==> src/rtl/spi_slave_16.sv <==
// Clock-oversampled SPI mode-0 slave for DATA_W-bit frames, MSB first.
// Pins are synchronised into clk; a one-deep holding register feeds MISO.
module spi_slave_16 #(
  parameter int DATA_W      = 16,
  parameter int SYNC_STAGES = 2
) (
  input  logic              clk,
  input  logic              reset,
  input  logic              sclk,
  input  logic              cs_bar,
  input  logic              din_mosi,
  output logic              dout_miso,
  input  logic [DATA_W-1:0] tx_data,
  input  logic              tx_load,
  output logic              tx_ready,
  output logic [DATA_W-1:0] rx_data,
  output logic              rx_valid,
  output logic              busy,
  output logic              frame_err,
  output logic              tx_underrun
);

  localparam int CNT_W = $clog2(DATA_W);

  typedef enum logic {IDLE, SHIFT} state_t;

  state_t state, state_n;

  logic [SYNC_STAGES-1:0] sclk_sync, cs_sync, mosi_sync;
  logic                   sclk_d, cs_d;
  logic                   sclk_s, cs_s, mosi_s;
  logic                   sclk_rise, sclk_fall, cs_rise, cs_fall;

  logic [DATA_W-1:0] tx_shift, rx_shift, hold_data;
  logic              hold_full;
  logic [CNT_W-1:0]  bit_cnt;
  logic              reload_armed;

  logic start, stop, sample, fall, transfer, underrun, word_done, load_ok;

  // The cs_bar chain resets to 0 ("selected") so a cs_bar still low at reset
  // release never looks like a falling edge; a fresh high-then-low is needed.
  always_ff @(posedge clk or negedge reset) begin
    if (!reset) begin
      sclk_sync <= '0;
      cs_sync   <= '0;
      mosi_sync <= '0;
      sclk_d    <= 1'b0;
      cs_d      <= 1'b0;
    end else begin
      // NOTE: all clocked state uses non-blocking assignments so every flop
      // samples pre-edge values, making the chain shift rather than collapse.
      sclk_sync <= {sclk_sync[SYNC_STAGES-2:0], sclk};
      cs_sync   <= {cs_sync[SYNC_STAGES-2:0], cs_bar};
      mosi_sync <= {mosi_sync[SYNC_STAGES-2:0], din_mosi};
      sclk_d    <= sclk_sync[SYNC_STAGES-1];
      cs_d      <= cs_sync[SYNC_STAGES-1];
    end
  end

  assign sclk_s    = sclk_sync[SYNC_STAGES-1];
  assign cs_s      = cs_sync[SYNC_STAGES-1];
  assign mosi_s    = mosi_sync[SYNC_STAGES-1];
  assign sclk_rise = sclk_s & ~sclk_d;
  assign sclk_fall = ~sclk_s & sclk_d;
  assign cs_rise   = cs_s & ~cs_d;
  assign cs_fall   = ~cs_s & cs_d;

  always_ff @(posedge clk or negedge reset) begin
    if (!reset) state <= IDLE;
    else        state <= state_n;
  end

  // A cs_bar edge swallows any sclk edge seen on the same cycle.
  always_comb begin
    // NOTE: every output gets a default first, so no path can infer a latch.
    state_n = state;
    start   = 1'b0;
    stop    = 1'b0;
    sample  = 1'b0;
    fall    = 1'b0;
    case (state)
      IDLE: begin
        if (cs_fall) begin
          state_n = SHIFT;
          start   = 1'b1;
        end
      end
      SHIFT: begin
        if (cs_rise) begin
          state_n = IDLE;
          stop    = 1'b1;
        end else if (!cs_fall) begin
          sample = sclk_rise;
          fall   = sclk_fall;
        end
      end
      default: state_n = IDLE;
    endcase
  end

  assign transfer  = start | (fall & reload_armed);
  assign underrun  = transfer & ~hold_full;
  assign word_done = sample && (bit_cnt == CNT_W'(DATA_W - 1));
  assign load_ok   = tx_load & ~hold_full;

  always_ff @(posedge clk or negedge reset) begin
    if (!reset) begin
      hold_data    <= '0;
      hold_full    <= 1'b0;
      tx_shift     <= '0;
      rx_shift     <= '0;
      rx_data      <= '0;
      bit_cnt      <= '0;
      reload_armed <= 1'b0;
      rx_valid     <= 1'b0;
      frame_err    <= 1'b0;
      tx_underrun  <= 1'b0;
      dout_miso    <= 1'b0;
    end else begin
      rx_valid    <= 1'b0;
      frame_err   <= 1'b0;
      tx_underrun <= underrun;

      // A load racing an underrun transfer survives for the next frame.
      if (load_ok) begin
        hold_data <= tx_data;
        hold_full <= 1'b1;
      end else if (transfer) begin
        hold_full <= 1'b0;
      end

      if (transfer)  tx_shift <= hold_full ? hold_data : '0;
      else if (fall) tx_shift <= {tx_shift[DATA_W-2:0], 1'b0};

      if (start) begin
        bit_cnt      <= '0;
        reload_armed <= 1'b0;
      end else if (stop) begin
        frame_err    <= (bit_cnt != '0);
        reload_armed <= 1'b0;
      end else if (sample) begin
        rx_shift <= {rx_shift[DATA_W-2:0], mosi_s};
        if (word_done) begin
          rx_data      <= {rx_shift[DATA_W-2:0], mosi_s};
          rx_valid     <= 1'b1;
          bit_cnt      <= '0;
          reload_armed <= 1'b1;
        end else begin
          bit_cnt <= bit_cnt + 1'b1;
        end
      end else if (fall) begin
        reload_armed <= 1'b0;
      end

      // Forced low on the cycle the frame ends so MISO is 0 for all of IDLE.
      dout_miso <= (state == SHIFT && state_n == SHIFT) ? tx_shift[DATA_W-1] : 1'b0;
    end
  end

  assign tx_ready = ~hold_full;
  assign busy     = (state == SHIFT);

endmodule
==> config.mk <==
export PLATFORM = sky130hd
export DESIGN_NAME = spi_slave_16
export DESIGN_NICKNAME = d
export VERILOG_FILES = /design/src/rtl/spi_slave_16.sv
export SDC_FILE = /design/constraint.sdc
export NUM_CORES = 1
export LEC_CHECK = 0
export CORE_UTILIZATION = 35
export CTS_BUF_LIST = sky130_fd_sc_hd__clkbuf_8
export DETAILED_ROUTE_END_ITERATION = 7
export GPL_TIMING_DRIVEN = 0
export PLACE_DENSITY = 0.53
export SYNTH_ARGS = -nofsm -noshare
export SYNTH_HDL_FRONTEND = slang
export SYNTH_SLANG_ARGS = --single-unit
==> constraint.sdc <==
create_clock -name clk -period 1.9 [get_ports clk]
set_input_delay 0.285 -clock clk [delete_from_list [all_inputs] [get_ports clk]]
set_output_delay 0.285 -clock clk [all_outputs]
set_load 0.01 [all_outputs]
==> metrics.txt <==
clock-pin slew on the worst setup and hold paths=0.08 ns; outcome=complete, no violations; initial DRC count=57; post-synthesis cell count=282; Total Wirelength=6063 µm; relative slew slack=68.54%; Worst Tran Pin Value=0.4719 ns; Critical Path Most Common Cell=buf_2; Synth Register Bits=82; layout cells sized above 1=20.52%; vias=2,175; Cell Area, Synth=0.003400 mm²; worst hold path type=register to register; Post-layout nets=365; CP max-delay cell=dfrtp_2; Syn-to-layout area delta=26.39%; initial antenna violation count=0; Critical Path Fanout Max=10; Die H=100.6 µm; CTS sink cnt=82; post-synthesis sequential area ratio=60.36%; Ports=44; core area=0.009328 mm²; Total Routing Usage GR=13.65%; vias in the first global route=2,136; Synth area leader=dfrtp_1; dpl cells=455; routability congestion estimate=0.7466; period utilization=93.48%; Final Max Tran Viols=0; Inserted Diodes=0; commonest non-fill, non-tap cell in the layout=dfrtp_1; Sum Neg Setup Slack=0 ns; most frequent cells in the layout=81 x dfrtp_1, 62 x nand2_1, 42 x clkdlybuf4s50_1, 24 x mux2_2, 17 x nor2b_1; Final Hold Fails=0; CTS H-tree lvls=3; post-DR wirelength/cell=12.76 µm; largest net degree at the start of global routing=64; Yosys cell types=37; minimum clock period=1.776 ns; WP data arrival=2.01 ns; Die Area=0.01011 mm²; worst skew pair latency=0.35 ns; fill cell count=894; Peak VDD IR=384.5 µV; die width=100.6 µm; critical path required time=2.13 ns; CTS root buf=clkbuf_8; worst-path cell chain=xnor2_4, or3b_1, buf_2, buf_2, o21ai_0, a2bb2oi_1; TritonRoute pass-1 iters=4; CTS tree=built; Worst setup SP type=register; Vias/cell=4.579; Layout Cells excl Fill=475; pwr/cell area=1038 mW/mm²; initial core utilization=36.45%; Achievable Freq=563.0 MHz; final setup fails=0; Port-buffer cells=43; Post-Syn Nets=306; clk_skew=0.008981 ns; critical path class=register to register; max_cap viols=0; Buf+Inv Stages, Crit Path=2; CP max stage delay=0.45 ns; Post-DP HPWL=3969 µm; Top delay family on crit path=flip-flops; Synth area leaders=dfrtp_1 60%, mux2_2 7.9%, nand2_1 6.8%; Rows=35; Antenna Violating Nets Remaining=0; Avg Cell Area, Syn=12.06 µm²; Yosys top cell area share=60.36%; CTS Buf Count=9; Tot Pwr=4.462 mW; clk buf depth=2; endpoint type of the worst setup path=register; unrepaired setup endpoints after global routing=no; Remaining DRCs=0; global-route wire length before repair=10,620 µm; synth warn=0; gr ovfl total=0; LEAKAGE=1.997 nW
[final cells by class]
class | instances | area [µm²] | share of cell area [%]
sequential | 82 | 2053 | 47.79
timing repair buffer | 50 | 503.0 | 11.71
inverter | 7 | 26.28 | 0.6115
buffer | 13 | 91.34 | 2.126
multi-input combinational | 178 | 1237 | 28.80
tap | 129 | 161.4 | 3.757
clock inverter | 3 | 45.04 | 1.048
clock buffer | 13 | 178.9 | 4.164
[sequential cells by signal, indices dropped and copies added, names as in the netlist, 2 cells and up]
name	flops
rx_shift	15
hold_data	16
cs_sync	2
tx_shift	16
rx_data	16
mosi_sync	2
bit_cnt	4
sclk_sync	2
[final timing paths]
kind,startpoint,to,slack [ns],cells after the start
setup / recovery,cs_sync[1]$_DFF_PN0_,tx_shift[10]$_DFFE_PN0P_,0.12,6
hold / removal,cs_sync[0]$_DFF_PN0_,cs_sync[1]$_DFF_PN0_,0.35,0
setup reg to reg,cs_sync[1]$_DFF_PN0_,tx_shift[10]$_DFFE_PN0P_,0.12,6
hold reg to reg,cs_sync[0]$_DFF_PN0_,cs_sync[1]$_DFF_PN0_,0.35,0
max in group asynchronous,reset,cs_sync[1]$_DFF_PN0_,0.92,3
min in group asynchronous,reset,rx_data[13]$_DFFE_PN0P_,0.36,2
[synth_stat cells (all sizes together)]
master	instances
xnor2	1
nand2	63
a21o	3
nor3	1
or2	1
nor2	4
buf	9
clkbuf	6
or3b	2
and3	3
nand3	4
o31ai	2
a221oi	1
ha	2
o21ai	16
nand2b	2
inv	7
a211oi	1
dfrtp	82
xor2	1
a2bb2oi	15
o21a	1
and2	1
nand4	1
a211o	1
a21oi	2
o22ai	1
nor2b	17
mux2	32
[logic make-up (layout without fill, tap and decap cells)]
logic type	after synthesis	count (layout)	share of synthesized area (%)
buffers and inverters	22	86	3.570
DFF	82	82	60.36
AOI/OAI and AO/OA	43	43	9.275
adders and majority gates	2	2	0.7360
xor gates and xnor gates	2	2	0.7363
muxes	32	32	11.48
and+or+nand+nor	99	99	13.84
[what timing repair did]
item                                   in CTS  in global routing
pin swaps                                   1                  2
buffers inserted                            1                  4
resized for setup                           1                  8
hold buffers                                1                  0
endpoints found under the hold margin      19                  0
setup endpoints to repair                   2                 33
[report_power, final]
part	switching (mW)	internal [mW]	total, mW
sequential	0.210	2.10	2.31
clock	0.619	0.751	1.37
combinational	0.314	0.468	0.782
[per-layer routing]
layer	vias up	GRT usage, %	routed length [µm]
met2	39	18.81	2557
met4	0	5.017	86
met3	6	4.300	227
met5	-	0	0
li1	1078	-	-
met1	1052	19.94	3191
[through the flow]
stage / setup WS, ns / hold slack (ns) / util, % / instance area [µm²]
floorplan: 0.1839 / -0.01059 / - / 3400
global route: 0.02405 / 0.3438 / 46.06 / 4297
global placement: -2.501 / 0.3346 / 42.79 / 3991
detailed placement: -0.1628 / 0.1882 / 43.06 / 4016
finish: 0.1239 / 0.3525 / 46.06 / 4297
CTS: 0.01563 / 0.3478 / 45.66 / 4259
No activity file was read; power rests on OpenSTA's default activity.
